File: src/rtl/seq_mul_param_if.sv
`default_nettype none
// ============================================================================
// Module   : seq_mul_param_if
// Brief    : Operand/handshake/result bundle for the seq_mul_param multiplier.
// Revision : 1.0 - initial release
// ============================================================================
interface seq_mul_param_if #(
    parameter int WIDTH = 16
) ();
    logic                 start;
    logic                 signed_mode;
    logic [WIDTH-1:0]     a_in;
    logic [WIDTH-1:0]     b_in;
    logic                 busy;
    logic                 done;
    logic [2*WIDTH-1:0]   product;

    modport master (
        output start, signed_mode, a_in, b_in,
        input  busy, done, product
    );

    modport slave (
        input  start, signed_mode, a_in, b_in,
        output busy, done, product
    );
endinterface
`default_nettype wire

File: src/rtl/seq_mul_param.sv
`default_nettype none
// ============================================================================
// Module   : seq_mul_param
// Brief    : Sequential shift-add multiplier, unsigned/signed, early termination.
// Revision : 1.0 - initial release
// ============================================================================
module seq_mul_param #(
    parameter int WIDTH      = 16,
    parameter bit EARLY_TERM = 1'b1
) (
    input  wire logic          clk,
    input  wire logic          rst,
    seq_mul_param_if.slave     bus
);

    localparam int               c_CW    = $clog2(WIDTH + 1);
    localparam logic [c_CW-1:0]  c_LAST  = c_CW'(WIDTH - 1);
    localparam logic [c_CW-1:0]  c_STEPS = c_CW'(WIDTH);

    localparam logic [1:0] c_IDLE = 2'd0;
    localparam logic [1:0] c_CALC = 2'd1;
    localparam logic [1:0] c_DONE = 2'd2;

    logic [1:0]           r_state;
    logic [2*WIDTH-1:0]   r_a;
    logic [WIDTH-1:0]     r_b;
    logic [2*WIDTH-1:0]   r_p;
    logic [c_CW-1:0]      r_cnt;
    logic                 r_neg;
    logic [2*WIDTH-1:0]   r_product;

    logic                 w_a_neg;
    logic                 w_b_neg;
    logic [WIDTH-1:0]     w_a_mag;
    logic [WIDTH-1:0]     w_b_mag;
    logic [2*WIDTH-1:0]   w_p_next;
    logic [WIDTH-1:0]     w_b_next;
    logic                 w_stop_now;
    logic                 w_last;

    // The most negative value negates to itself, which read unsigned is its magnitude.
    assign w_a_neg   = bus.signed_mode & bus.a_in[WIDTH-1];
    assign w_b_neg   = bus.signed_mode & bus.b_in[WIDTH-1];
    assign w_a_mag   = w_a_neg ? (~bus.a_in + WIDTH'(1)) : bus.a_in;
    assign w_b_mag   = w_b_neg ? (~bus.b_in + WIDTH'(1)) : bus.b_in;

    assign w_p_next   = r_b[0] ? (r_p + r_a) : r_p;
    assign w_b_next   = r_b >> 1;
    assign w_stop_now = (EARLY_TERM && (r_b == '0)) || (r_cnt >= c_STEPS);
    assign w_last     = (r_cnt == c_LAST) || (EARLY_TERM && (w_b_next == '0));

    always_ff @(posedge clk) begin
        if (rst) begin
            r_state   <= c_IDLE;
            r_a       <= '0;
            r_b       <= '0;
            r_p       <= '0;
            r_cnt     <= '0;
            r_neg     <= 1'b0;
            r_product <= '0;
        end else begin
            case (r_state)
                c_IDLE: begin
                    if (bus.start) begin
                        r_a     <= {{WIDTH{1'b0}}, w_a_mag};
                        r_b     <= w_b_mag;
                        r_p     <= '0;
                        r_cnt   <= '0;
                        r_neg   <= w_a_neg ^ w_b_neg;
                        r_state <= c_CALC;
                    end
                end
                c_CALC: begin
                    if (w_stop_now) begin
                        r_product <= r_neg ? -r_p : r_p;
                        r_state   <= c_DONE;
                    end else begin
                        r_p   <= w_p_next;
                        r_a   <= r_a << 1;
                        r_b   <= w_b_next;
                        r_cnt <= r_cnt + c_CW'(1);
                        // Finish on the same edge as the final add to save a cycle.
                        if (w_last) begin
                            r_product <= r_neg ? -w_p_next : w_p_next;
                            r_state   <= c_DONE;
                        end
                    end
                end
                c_DONE: begin
                    r_state <= c_IDLE;
                end
                default: begin
                    r_state <= c_IDLE;
                end
            endcase
        end
    end

    assign bus.busy    = (r_state != c_IDLE);
    assign bus.done    = (r_state == c_DONE);
    assign bus.product = r_product;

endmodule
`default_nettype wire
File: src/flat_wrapper.sv
// flat-port wrapper written by rule: the top's interface ports become plain ports
module seq_mul_param_flat 
#(
    parameter int WIDTH      = 16,
    parameter bit EARLY_TERM = 1'b1
)
  (clk, rst, bus_start, bus_signed_mode, bus_a_in, bus_b_in, bus_busy, bus_done, bus_product);
  seq_mul_param_if #(.WIDTH(WIDTH)) bus_i ();
  input  wire logic clk;
  input  wire logic rst;
  input wire logic [$bits(bus_i.start)-1:0] bus_start;
  input wire logic [$bits(bus_i.signed_mode)-1:0] bus_signed_mode;
  input wire logic [$bits(bus_i.a_in)-1:0] bus_a_in;
  input wire logic [$bits(bus_i.b_in)-1:0] bus_b_in;
  output wire logic [$bits(bus_i.busy)-1:0] bus_busy;
  output wire logic [$bits(bus_i.done)-1:0] bus_done;
  output wire logic [$bits(bus_i.product)-1:0] bus_product;
  assign bus_i.start = bus_start;
  assign bus_i.signed_mode = bus_signed_mode;
  assign bus_i.a_in = bus_a_in;
  assign bus_i.b_in = bus_b_in;
  assign bus_busy = bus_i.busy;
  assign bus_done = bus_i.done;
  assign bus_product = bus_i.product;
  seq_mul_param #(.WIDTH(WIDTH), .EARLY_TERM(EARLY_TERM)) u_core (.clk(clk), .rst(rst), .bus(bus_i));
endmodule
File: config.mk
export PLATFORM = sky130hd
export DESIGN_NAME = seq_mul_param_flat
export DESIGN_NICKNAME = d
export VERILOG_FILES = /design/src/rtl/seq_mul_param_if.sv /design/src/rtl/seq_mul_param.sv /design/src/flat_wrapper.sv
export SDC_FILE = /design/constraint.sdc
export NUM_CORES = 1
export LEC_CHECK = 0
export BUFFER_PORTS_ARGS = -buffer_cell sky130_fd_sc_hd__buf_2
export CORE_MARGIN = 2
export CORE_UTILIZATION = 25
export DETAILED_ROUTE_END_ITERATION = 8
export SLEW_MARGIN = 40
export SYNTH_ARGS = -nofsm -noshare
export SYNTH_HDL_FRONTEND = slang
export SYNTH_SLANG_ARGS = --single-unit
File: constraint.sdc
create_clock -name clk -period 11.5 [get_ports clk]
set_clock_uncertainty 0.2 [all_clocks]
set_input_delay 1.725 -clock clk [delete_from_list [all_inputs] [get_ports clk]]
set_output_delay 1.725 -clock clk [all_outputs]
set_load 0.005 [all_outputs]
### Word-level counts from Yosys, hierarchy flattened

Index checks and enable logic that the tools add are counted.

| word-level totals | value |
|---|---|
| flip-flop bits (word level) | 120 |
| logic and storage cells | 60 |

| cells by class | value |
|---|---|
| $add $sub $neg | 6 |
| magnitude comparators | 1 |
| equal/unequal tests | 6 |
| multiplexer cells | 23 |
| bitwise operators | 5 |
| reductions and logical operators | 12 |

Operators by type and width:

| operator | count |
|---|---|
| two-way mux 32 bit | 9 |
| case mux 32 bit (2 select lines) | 2 |
| two-way mux 16 bit | 4 |
| negation 32 bit | 2 |
| adder 16 x 1 -> 16 bit (second input constant) | 2 |
| adder 32 bit | 1 |
| logical NOT 16 bit | 2 |
| NOT 16 bit | 2 |
| case mux 16 bit (2 select lines) | 1 |
| two-way mux 5 bit | 2 |
| case mux 5 bit (2 select lines) | 1 |
| two-way mux 2 bit | 3 |
| AND reduction 2 bit | 3 |
| nonzero test 2 bit | 3 |
| adder 5 x 1 -> 5 bit (second input constant) | 1 |
| equality test 5 x 4 -> 1 bit (second input constant) | 1 |
| greater-or-equal comparator 5 bit (second input constant) | 1 |
| != test 2 bit (second input constant) | 2 |
| case mux 2 bit (2 select lines) | 1 |
| != test 3 x 1 -> 1 bit (second input constant) | 1 |
| AND reduction 3 bit | 1 |
| AND 1 bit | 2 |
| equality test 2 x 1 -> 1 bit (second input constant) | 1 |
| equality test 2 bit (second input constant) | 1 |
| other kinds (3) | 4 |

### Longest topological paths before layout

Gate-level depths: netlist of the first run.

| depth | value |
|---|---|
| depth after elaboration | 6 |
| depth in mapped cells | 14 |
| depth with buffers taken out | 13 |

### Worst setup path before layout of the first run

No wires, ideal clock.

| timing path | value |
|---|---|
| path type | reg2reg |
| from | reg u_core.r_p[0] |
| to | reg u_core.r_product[22] (netlist: u_core.bus.product[22]) |
| setup time | 0.117 ns |
| data arrival time | 3.594 ns |
| slack | 7.589 ns |
| stages on the path, launching flop included | 15 |
| path buffers | 1 |
| clock period less this slack | 3.911 ns |
| cell sequence | dfxtp_1 -> ha_1 -> fa_1 -> a211oi_2 -> o21ai_2 -> a211oi_2 -> or2_1 -> xor2_1 -> a31oi_1 -> or4b_1 -> buf_2 -> nor4b_1 -> mux2i_1 -> nand2_1 -> a32o_1 |

| on the way | value |
|---|---|
| word-level cells in the longest chain between the ends | 6 |
| elaborated cells on any way between the ends | 8 |
| those cells by class | 3 x add/sub; 5 x mux |

Ends and longest elaborated chain:

| what | line | source |
|---|---|---|
| from (decl) | seq_mul_param.sv:27 | `logic [2*WIDTH-1:0] r_p;` |
| from (signal assigned) | seq_mul_param.sv:78 | `r_p <= w_p_next;` |
| adder 32 bit | seq_mul_param.sv:47 | `assign w_p_next = r_b[0] ? (r_p + r_a) : r_p;` |
| two-way mux 32 bit | seq_mul_param.sv:47 |  |
| negation 32 bit | seq_mul_param.sv:84 | `r_product <= r_neg ? -w_p_next : w_p_next;` |
| two-way mux 32 bit | seq_mul_param.sv:84 |  |
| two-way mux 32 bit | seq_mul_param.sv:83 | `if (w_last) begin` |
| two-way mux 32 bit (*) | seq_mul_param.sv:74 | `if (w_stop_now) begin` |
| to (signal assigned) | seq_mul_param.sv:75 | `r_product <= r_neg ? -r_p : r_p;` |
| to (signal assigned) | seq_mul_param.sv:84 |  |
| to (decl) | seq_mul_param.sv:30 | `logic [2*WIDTH-1:0] r_product;` |

Mark *: on every way between the ends. The rest lies on a longest branch, timed or not. The select of a mux whose other input is x is not followed.
A chain may end at the register's enable or synchronous reset.

### Worst setup path in the final report of the first run

Same ends and word-level chain as after synthesis.

==> results.md, run 1 <==
* Outcome: finished clean
* Worst vdd ir at around 0.0001 V
* Vias in the first global route at 8800
* Post-synth top cells: 162 x nor2_1, 160 x nand2_1, 134 x a21oi_1
* Share of the synthesized area in the top cell type at about a quarter
* MaxCap Viol Count at 0
* CP startpoint kind: flop
* Slew Limit Headroom at a little under half
* Number of I/O pins at 70
* Syn Area/Cell at 7.35 µm²
* Final worst slack at 6.98 ns
* Unrepaired setup endpoints after global routing: false
* Nets at 1373
* Crit Reg-Reg Startpoint: u_core.r_p[0]$_SDFFE_PP0P_
* Overflow after GRT at 0
* Post-synthesis register bit count at between 100 and 150
* Initial Utilization at 25.3%
* Residual DRC at 0
* Area Growth Syn to Fin at 14.5%
* Die area at 0.0394 mm²
* Clock sinks at 120
* Critical path origin: u_core.r_p[0]$_SDFFE_PP0P_
* Tmin final at roughly 4.5 ns
* Largest net degree at the start of global routing at just over 70
* Post-CTS setup buffers at 0
* Power density cells at between 100 and 150 mW/mm²
* Layout cell share with drive strength beyond 1 at a little over an eighth
* Synth area leader: dfxtp_1
* Via count at roughly 9500
* Seq/Total Area, Yosys at between 20 and 30%
* Die H at roughly 200 µm
* Vias per cell at 5.22
* CP endpoint kind: flop
* HPWL Detailed at between 20 and 25 mm
* Top post-synthesis cells by area: dfxtp_1 25%, a21oi_1 7.1%, nor2_1 6.4%
* Final Util at 28.9%
* Leak Pwr at 4.12 nW
* Drt pass-1 iters at 5
* Latest clock arrival within the worst-skew pair at around 0.43 ns
* Clock transition at path regs at 0.06 ns
* Hold_buf cts at 0
* Final setup viols at 0
* Placed inst area at around 0.010 mm²
* Fill cells at approximately 4000
* Port bufs at 69
* Drt wl/cell at 16.0 µm
* Min-delay worst type: flop to flop
* Fmax at ~220 MHz
* Critical Path AT at 4.64 ns
* Total track usage at ~15%
* Top_reg_cell synth: dfxtp_1
* First-pass GRT wire length at 47.1 mm
* Synthesized instance count at approximately 1300
* Chip width at roughly 200 µm
* Core area at ~0.037 mm²
* Drt total wl at between 20 and 30 mm
* Area of the mapped netlist at approximately 0.0094 mm²
* CTS max path bufs at 2
* Netlist cell types at 95
* Finished Cell Area at around 0.011 mm²
* Most common cell in the synthesized netlist: nor2_1
* Remaining antenna violation count after routing at 0
* Crit Path Max Fanout at 7
* Pre-CTS WS at around 7 ns
* Cts repair resizes at 0
* H-tree depth at 4
* Slew Viols, Final at 0
* Hold_sp: u_core.bus.product[14]$_SDFFE_PP0P_
* Row Count at 71
* EDFF count, synth at 0
* Initial antenna violation count at 5
* Synth warnings at 0
* Placer Congestion at around 0.88
* CTS tree: built
* Crit path kind: flop to flop
* Crit path required time at about 12 ns
* Synth Net Count at roughly 1400
* CTS Root Cell: clkbuf_16
* CTS Buf Count at 17
* Final Cycle Share at between 30% and 40%
* Actual slew at the worst max-slew pin at just under 0.8 ns
* Setup TNS at 0 ns
* Final hold violation count at 0
* Fraction of registers with async set or reset after synthesis at 0%
* DRC marker count from the first detailed-route iteration at just under 800
## worst max-delay path, stage by stage (launching register included)
cell	delay (ns)
dfxtp_1	0.37
ha_1	0.28
fa_1	0.45
a211oi_2	0.29
o21ai_2	0.13
a211oi_2	0.42
or2_1	0.20
xor2_1	0.21
a31oi_1	0.17
or4b_1	0.69
nor4b_1	0.40
mux2i_1	0.26
nand2_1	0.07
a32o_1	0.27
## metal layers
layer | global-route usage [%] | vias up | wire length, µm | share of wire (%)
met5 | 0 | - | 29 | 0.10
met1 | 21.8 | 4450 | 14700 | 51
met4 | 4.26 | 6 | 534 | 1.8
li1 | - | 4728 | - | -
met3 | 3.12 | 30 | 2110 | 7.3
met2 | 21.8 | 305 | 11700 | 40
## power by group
part	internal [mW]	switching (mW)
registers	0.438	0.0212
logic	0.126	0.265
clock network	0.327	0.213
## per-stage QoR
stage	hold WS [ns]	instances	power, mW
floorplan	0.244	1285	0.754
detailed placement	0.241	1791	0.853
global route	0.269	1823	1.46
finish	0.248	1824	1.39
global placement	0.242	1791	0.849
CTS	0.250	1823	1.39
## path summary, 6_finish.rpt
| check | depth (start not counted) | slack (ns) | to |
|---|---|---|---|
| max reg2reg | 13 | 6.98 | u_core.bus.product[22]$_SDFFE_PP0P_ |
| min reg2reg | 2 | 0.25 | u_core.bus.product[14]$_SDFFE_PP0P_ |
| min | 2 | 0.25 | u_core.bus.product[14]$_SDFFE_PP0P_ |
| max | 13 | 6.98 | u_core.bus.product[22]$_SDFFE_PP0P_ |
## state kept, by name, summed over array words and instances (netlist names)
register,count
u_core.r_p,32
u_core.r_cnt,5
u_core.r_b,16
u_core.r_neg,1
u_core.bus.product,32
u_core.r_a,32
u_core.r_state,2
## cells by family (layout without fill, tap and decap cells)
logic type / after synthesis / count (layout) / synth area share, %
AOI/OAI and AO/OA: 394 / 394 / 28.7
and+or+nand+nor: 523 / 523 / 26.1
xor gates and xnor gates: 83 / 83 / 7.69
muxes: 21 / 21 / 2.57
buffers and inverters: 106 / 133 / 4.41
adders and majority gates: 38 / 38 / 5.11
DFF: 120 / 120 / 25.4
other: 0 / 1 / 0
## final cells by class
type	count	area [µm²]	area share (%)
clock buffers	19	443	4.09
clock inverters	13	146	1.35
flip-flops and latches	120	2400	22.2
repair buffers	83	453	4.19
well taps	511	639	5.91
diodes	1	2.50	0.0231
inverters	18	67.6	0.624
multi-input cells	1059	6670	61.6
## placed cells by master, fill, tap and decap left out, drive strengths merged, types with 10 or more instances in the layout
| cell | instances |
|---|---|
| a211oi | 27 |
| a21o | 17 |
| a21oi | 137 |
| a221oi | 14 |
| a31oi | 28 |
| buf | 83 |
| clkbuf | 19 |
| dfxtp | 120 |
| ha | 37 |
| inv | 20 |
| mux2i | 13 |
| nand2 | 160 |
| nand2b | 10 |
| nand3 | 60 |
| nand4 | 16 |
| nor2 | 162 |
| nor2b | 11 |
| nor3 | 45 |
| nor4 | 13 |
| o211ai | 19 |
| o21ai | 64 |
| o31ai | 14 |
| or3 | 10 |
| xnor2 | 32 |
| xor2 | 51 |
No activity file was read; power rests on OpenSTA's default activity.
==> inputs of run 2 (changes only) <==
ABC_AREA = 1   (was default)
clock period = 4.4 ns   (was 11.5 ns; I/O delays follow)
==> run 2 against run 1 <==
Utilization down 0.12 points. Global-route usage up 0.72 points. Worst setup slack worse by 5.8 ns. Combinational power rose to 3.9 times the previous value. Sequential share of layout area down 1.2 points. Critical path type unchanged.
==> results.md, run 2 <==
* Crit path kind: flop to flop (unchanged)
* Remaining antenna violation count after routing at 0 (unchanged)
* Final Cycle Share at 73.8% (was 39.3%)
* Drt pass-1 iters at 6 (was 5)
* Fraction of registers with async set or reset after synthesis at 0% (unchanged)
* Register-to-register setup slack at 1.15 ns (was 6.98 ns)
* CP startpoint kind: flop (unchanged)
* CTS max path bufs at 2 (unchanged)
* R2r worst-path depth at 19 (was 13)
* Share of the synthesized area in the top cell type at 23.9% (was 25.4%)
* Setup TNS at 0 ns (unchanged)
* Met2 wire length at 14.5 mm (was 11.7 mm)
* Post-placement cell count at 2271 (was 1791)
* Overflow after GRT at 0 (unchanged)
* Vias per cell at 4.81 (was 5.22)
* Worst path bufs/invs at 0 (unchanged)
* Area of the mapped netlist at 0.0101 mm² (was 0.00945 mm²)
* Synthesized instance count at 1728 (was 1285)
* Synth Net Count at 1802 (was 1359)
* HPWL Detailed at 24.3 mm (was 21.1 mm)
* Critical path origin: u_core.r_p[0]$_SDFFE_PP0P_ (unchanged)
* Critical Path AT at 3.42 ns (was 4.64 ns)
* Clock transition at path regs at 0.05 ns (was 0.06 ns)
* Largest net degree at the start of global routing at 59 (was 72)
* Worst reg2reg endpoint: u_core.bus.product[29]$_SDFFE_PP0P_ (was u_core.bus.product[22]$_SDFFE_PP0P_)
* CP Depth at 19 (was 13)
* CTS tree: built (unchanged)
* Min-delay worst type: flop to flop (unchanged)
* Most common cell on crit path: nand2_1 (was a211oi_2)
* Ant diodes at 0 (was 1)
* Initial antenna violation count at 0 (was 5)
* Drt total wl at 32.2 mm (was 29.1 mm)
* Crit path largest cell delay at 0.46 ns (was 0.69 ns)
* H-tree depth at 4 (unchanged)
* Port bufs at 69 (unchanged)
* Crit path to: u_core.bus.product[29]$_SDFFE_PP0P_ (was u_core.bus.product[22]$_SDFFE_PP0P_)
* Initial Utilization at 25.3% (about the same)
* Placer Congestion at 0.962 (was 0.878)
* Post-CTS setup buffers at 0 (unchanged)
* Leak Pwr at 5.57 nW (was 4.12 nW)
* Slew Limit Headroom at 43.5% (was 47.9%)
* Finished Cell Area at 0.0114 mm² (was 0.0108 mm²)
* Area Growth Syn to Fin at 13.8% (was 14.5%)
* Nets at 1839 (was 1373)
* Drt wl/cell at 14.0 µm (was 16.0 µm)
* Most common cell in the synthesized netlist: nand2_1 (was nor2_1)
* Post-synthesis register bit count at 120 (unchanged)
* Crit path required time at 4.57 ns (was 11.62 ns)
* DRC marker count from the first detailed-route iteration at 739 (was 776)
* CTS Root Cell: clkbuf_16 (unchanged)
* Cell family with most CP delay: simple AND/OR/NAND/NOR gates (unchanged)
* Critical Path, Cell by Cell: ha_1, fa_1, nand3_1, nand2_1, nand2_1, nand2_1, nand2_1, nand3_1, nand2_1, nand3_1, o21ai_1, nand2_1, nor2_1, nand2_1, nand2_1, nand2_1, nand2_1, nand3_1, a21oi_2 (was ha_1, fa_1, a211oi_2, o21ai_2, a211oi_2, or2_1, xor2_1, a31oi_1, or4b_1, nor4b_1, mux2i_1, nand2_1, a32o_1)
* Cts repair resizes at 0 (unchanged)
* Latest clock arrival within the worst-skew pair at 0.44 ns (was 0.43 ns)
* Via count at 11100 (was 9519)
* Power density cells at 362 mW/mm² (was 128 mW/mm²)
* Layout cell share with drive strength beyond 1 at 10.7% (was 13.6%)
* Synth warnings at 0 (unchanged)
* Die area at 0.0419 mm² (was 0.0394 mm²)
* CTS Buf Count at 17 (unchanged)
* Crit Path Max Fanout at 4 (was 7)
* Residual DRC at 0 (unchanged)
* Number of I/O pins at 70 (unchanged)
* Finished Layout Cells at 2302 (was 1824)
* EDFF count, synth at 0 (unchanged)
* Row Count at 73 (was 71)
* Final hold violation count at 0 (unchanged)
* DR top layer: met4 (was met5)
* First-pass GRT wire length at 52.4 mm (was 47.1 mm)
* CP endpoint kind: flop (unchanged)
* Syn Area/Cell at 5.82 µm² (was 7.35 µm²)
* Placed inst area at 0.0109 mm² (was 0.0102 mm²)
* Actual slew at the worst max-slew pin at 0.842 ns (was 0.781 ns)
* Fill cells at 4485 (was 4006)
* Top_reg_cell synth: dfxtp_1 (unchanged)
* CP max stage cell: fa_1 (was or4b_1)
* MaxCap Viol Count at 0 (unchanged)
* Vias in the first global route at 10400 (was 8800)
* WL met3 at 1.41 mm (was 2.11 mm)
* Most common cell after layout, fill and taps aside: nand2_1 (unchanged)
* Slew Viols, Final at 0 (unchanged)
* Core area at 0.0397 mm² (was 0.0374 mm²)
* Most frequent cells in the layout: 501 x nand2_1, 239 x inv_1, 155 x a21oi_1 (was 160 x nand2_1, 159 x nor2_1, 133 x a21oi_1)
* Hold_buf cts at 0 (unchanged)
* Die H at 205 µm (was 198 µm)
* Final setup viols at 0 (unchanged)
* Worst vdd ir at 0.000198 V (was 0.0000995 V)
* Unrepaired setup endpoints after global routing: false (unchanged)
* Clock sinks at 120 (unchanged)
* Seq/Total Area, Yosys at 23.9% (was 25.4%)
* Total track usage at 15.6% (was 14.9%)
* Chip width at 205 µm (was 198 µm)
* Netlist cell types at 49 (was 95)
* M1 wire length at 15.4 mm (was 14.7 mm)
* Hold_sp: u_core.r_b[4]$_SDFFE_PP0P_ (was u_core.bus.product[14]$_SDFFE_PP0P_)
* Fmax at 308 MHz (was 221 MHz)
* Tmin final at 3.25 ns (was 4.52 ns)
* Crit Reg-Reg Startpoint: u_core.r_p[0]$_SDFFE_PP0P_ (unchanged)
* Outcome: finished clean (unchanged)
* Top post-synthesis cells by area: dfxtp_1 24%, nand2_1 19%, inv_1 8.9% (was dfxtp_1 25%, a21oi_1 7.1%, nor2_1 6.4%)
* Synth area leader: dfxtp_1 (unchanged)
* Area of the multi-input gates at 0.00645 mm² (was 0.00667 mm²)
* Post-synth top cells: 501 x nand2_1, 239 x inv_1, 155 x a21oi_1 (was 162 x nor2_1, 160 x nand2_1, 134 x a21oi_1)
* Seq. cell area at 0.00240 mm² (unchanged)
run 2: changes by cell type after synthesis, moves of 25 or more:
| cell | before | now |
|---|---|---|
| inv_1 | 18 | 239 |
| xor2_1 | 51 | 20 |
| nand2_1 | 160 | 501 |
| nor2_1 | 162 | 137 |
| o21ai_0 | 49 | 134 |
| xnor2_1 | 32 | 6 |
| nand3_1 | 56 | 119 |
run 2: area by class of cell:
type                    instances  share of cell area [%]
multi-input cells            1290                    56.3
flip-flops and latches        120                    21.0
inverters                     253                    8.29
well taps                     525                    5.74
clock buffers                  23                    4.09
repair buffers                 83                    3.93
clock inverters                 8                   0.645
run 2: report_power, final:
group | internal [mW] | switching (mW)
clock | 0.797 | 0.524
sequential | 1.20 | 0.0994
combinational | 0.483 | 1.05
run 2: layer usage:
layer	vias up	global-route usage [%]
met1	5076	20.6
met3	52	2.75
met5	-	0
met2	281	25.2
li1	5663	-
met4	0	6.08
run 2: worst min-delay path by stage:
stage / end / slack [ns] / cells after the start
6_report: u_core.r_b[4]$_SDFFE_PP0P_ / 0.27 / 2
5_1_grt: u_core.r_b[4]$_SDFFE_PP0P_ / 0.30 / 2
4_1_cts: u_core.r_b[4]$_SDFFE_PP0P_ / 0.27 / 2
3_5_place_dp: u_core.r_b[4]$_SDFFE_PP0P_ / 0.26 / 2
3_3_place_gp: u_core.r_b[4]$_SDFFE_PP0P_ / 0.26 / 2
2_1_floorplan: u_core.r_b[4]$_SDFFE_PP0P_ / 0.24 / 2
run 2: cell families after synthesis:
kind of cell / synth area share, %
AOI/OAI and AO/OA: 19.7
xor gates and xnor gates: 2.26
adders and majority gates: 4.80
buffers and inverters: 12.1
DFF: 23.9
and+or+nand+nor: 37.3
run 2: per-stage QoR:
stage	power (mW)	hold slack (ns)	setup WS, ns	util (%)
final	4.15	0.267	1.15	28.8
after global routing	4.44	0.298	0.777	28.8
after CTS	4.16	0.269	1.19	28.8
after detailed placement	2.83	0.262	1.21	27.5
after global placement	2.81	0.263	1.26	27.5
after floorplan	2.43	0.244	1.54	-
run 2: worst reg2reg max path, cell delays in order (launching register included):
cell and delay [ns]:
dfxtp_1 0.33, ha_1 0.27, fa_1 0.46, nand3_1 0.12
nand2_1 0.13, nand2_1 0.08, nand2_1 0.12, nand2_1 0.16
nand3_1 0.10, nand2_1 0.07, nand3_1 0.06, o21ai_1 0.24
nand2_1 0.21, nor2_1 0.16, nand2_1 0.07, nand2_1 0.08
nand2_1 0.07, nand2_1 0.06, nand3_1 0.08, a21oi_2 0.14
==> inputs of run 3 (changes only) <==
ABC_AREA = 0   (was 1)
clock period = 2.8 ns   (was 4.4 ns; I/O delays follow)
==> run 3 against run 2 <==
Utilization up 9.5 points. Largest cell class unchanged. Register-to-register slack worse by 2.2 ns. Routed wire length grew 2.5%. Clock-buffer cell count down 5. Clock power rose by 53%. Cell area increased by 25%. Non-clock buffer count rose by 317. The flow now finishes with violations (setup timing). Hold slack got worse by 0.17 ns. Critical endpoint unchanged.
==> results.md, run 3 (same netlist as run 1, synthesis figures left out) <==
* Worst hold path depth at 3 (was 2)
* Final Cycle Share at 138% (was 73.8%)
* Initial antenna violation count at 4 (was 0)
* Port bufs at 69 (unchanged)
* Largest net degree at the start of global routing at 92 (was 59)
* Area Growth Syn to Fin at 51.8% (was 13.8%)
* Finished Layout Cells at 2142 (was 2302)
* Residual DRC at 0 (unchanged)
* Crit path required time at 2.94 ns (was 4.57 ns)
* Reg power frac at 29.3% (was 31.3%)
* Critical Path AT at 4.01 ns (was 3.42 ns)
* Switching component of the power at 2.35 mW (was 1.67 mW)
* Power density cells at 449 mW/mm² (was 362 mW/mm²)
* CP endpoint kind: flop (unchanged)
* Most common cell after layout, fill and taps aside: buf_4 (was nand2_1)
* Tmin final at 3.86 ns (was 3.25 ns)
* Slew Viols, Final at 0 (unchanged)
* Seq. cell area at 0.00244 mm² (was 0.00240 mm²)
* Final setup viols at 42 (was 0)
* Failing checks: setup timing
* Drt pass-1 iters at 5 (was 6)
* Crit Path Max Fanout at 3 (was 4)
* Latest clock arrival within the worst-skew pair at 0.43 ns (was 0.44 ns)
* CTS tree: built (unchanged)
* Chip width at 198 µm (was 205 µm)
* Overflow after GRT at 0 (unchanged)
* CTS max path bufs at 2 (unchanged)
* Leak Pwr at 5.95 nW (was 5.57 nW)
* Area of the multi-input gates at 0.00758 mm² (was 0.00645 mm²)
* Fill cells at 3774 (was 4485)
* Actual slew at the worst max-slew pin at 0.671 ns (was 0.842 ns)
* Worst vdd ir at 0.000383 V (was 0.000198 V)
* CTS Buf Count at 17 (unchanged)
* Setup TNS at -24.65 ns (was 0 ns)
* Row Count at 71 (was 73)
* Number of I/O pins at 70 (unchanged)
* Min-delay worst type: primary input to flop (was flop to flop)
* CP startpoint kind: flop (unchanged)
* Layout cell share with drive strength beyond 1 at 38.9% (was 10.7%)
* Unrepaired setup endpoints after global routing: true (was false)
* Die area at 0.0394 mm² (was 0.0419 mm²)
* DRC marker count from the first detailed-route iteration at 718 (was 739)
* Initial Utilization at 25.3% (about the same)
* R2r worst-path depth at 14 (was 19)
* Sw frac at 36.5% (was 40.2%)
* Final worst slack at -1.06 ns (was 1.15 ns)
* Clock sinks at 120 (unchanged)
* Vias per cell at 5.01 (was 4.81)
* Outcome: finished with violations (was finished clean)
* Via count at 10700 (was 11100)
* Remaining antenna violation count after routing at 0 (unchanged)
* Post-placement cell count at 2059 (was 2271)
* First-pass GRT wire length at 52.2 mm (was 52.4 mm)
* Placer Congestion at 0.854 (was 0.962)
* Drt total wl at 33.0 mm (was 32.2 mm)
* Die H at 198 µm (was 205 µm)
* Nets at 1690 (was 1839)
* Clock transition at path regs at 0.06 ns (was 0.05 ns)
* Crit path kind: flop to flop (unchanged)
* Combinational power share at 39.4% (was 36.8%)
* Core area at 0.0374 mm² (was 0.0397 mm²)
* Vias in the first global route at 10100 (was 10400)
* CTS Root Cell: clkbuf_16 (unchanged)
* Int Power at 4.08 mW (was 2.48 mW)
* MaxCap Viol Count at 0 (unchanged)
* HPWL Detailed at 24.2 mm (was 24.3 mm)
* WHS at 0.0929 ns (was 0.267 ns)
* Most frequent cells in the layout: 286 x buf_4, 150 x nor2_1, 144 x nand2_1 (was 501 x nand2_1, 239 x inv_1, 155 x a21oi_1)
* H-tree depth at 4 (unchanged)
* Slew Limit Headroom at 55.2% (was 43.5%)
* Drt wl/cell at 15.4 µm (was 14.0 µm)
* Pwr Total at 6.43 mW (was 4.15 mW)
* Fmax at 259 MHz (was 308 MHz)
* Final hold violation count at 0 (unchanged)
* Total track usage at 16.4% (was 15.6%)
* Clk pwr share at 31.3% (was 31.9%)
-- run 3: cell types whose count changed in the layout (fill, tap and decap cells not counted), sizes merged, moves of 13 or more --
cell / previous run / this run
nand2: 517 / 160
buf: 83 / 400
inv: 250 / 19
o21ai: 147 / 64
nand3: 131 / 60
xor2: 20 / 51
xnor2: 6 / 32
a21oi: 162 / 137
nor3: 20 / 45
a211oi: 5 / 27
a21o: 0 / 17
o211ai: 3 / 19
a221oi: 0 / 14
mux2i: 0 / 13
-- run 3: critical path, stage by stage, from the launching register on --
cell      delay [ns]
dfxtp_4         0.35
ha_4            0.16
fa_2            0.39
a211oi_4        0.24
o21ai_2         0.10
buf_4           0.14
buf_6           0.11
xor2_2          0.13
mux2_4          0.29
o31ai_4         0.23
nand3_2         0.14
or2_4           0.29
o41ai_4         0.47
mux2_4          0.34
o32ai_2         0.19
-- run 3: layout make-up --
class                           count  share of cell area, %
Tap cell                          511                   4.46
Clock buffer                       18                   2.99
Sequential cell                   120                   17.0
Multi-Input combinational cell   1059                   52.9
Inverter                           18                  0.471
Timing Repair Buffer              400                   21.4
Clock inverter                     14                  0.741
Antenna cell                        2                 0.0349
-- run 3: timing repair --
item / 4_1_cts / 5_1_grt
resized for setup: 96 / 113
hold buffers: 0 / 0
pin swaps: 81 / 80
setup endpoints to repair: 44 / 67
buffers inserted: 29 / 33
-- run 3: power by group through the flow --
stage	clock, mW	combinational, mW	sequential [mW]
floorplan	0	1.26	1.89
detailed placement	0	2.06	1.91
global route	2.14	2.74	1.90
finish	2.02	2.53	1.88
CTS	2.05	2.29	1.88
global placement	0	2.05	1.90
-- run 3: worst paths after layout --
kind / start / to / slack (ns)
hold / removal: bus_a_in[0] / u_core.r_a[0]$_SDFFE_PP0P_ / 0.09
setup / recovery: u_core.r_p[0]$_SDFFE_PP0P_ / u_core.bus.product[29]$_SDFFE_PP0P_ / -1.06
hold reg to reg: u_core.bus.product[0]$_SDFFE_PP0P_ / u_core.bus.product[0]$_SDFFE_PP0P_ / 0.25
setup reg to reg: u_core.r_p[0]$_SDFFE_PP0P_ / u_core.bus.product[29]$_SDFFE_PP0P_ / -1.06
-- run 3: layer usage --
layer / share of wire [%] / track usage [%]
met1: 49 / 23.2
met2: 44 / 25.6
met3: 5.6 / 2.97
met4: 1.5 / 4.20
met5: 0.021 / 0
-- run 3: per-stage QoR --
stage | setup WS, ns | utilization [%] | cell area, µm²
4_1_cts | -1.03 | 36.3 | 13600
6_report | -1.06 | 38.4 | 14300
5_1_grt | -1.23 | 38.3 | 14300
3_3_place_gp | -1.06 | 33.2 | 12400
2_1_floorplan | -0.995 | - | 9560
3_5_place_dp | -1.12 | 33.2 | 12400
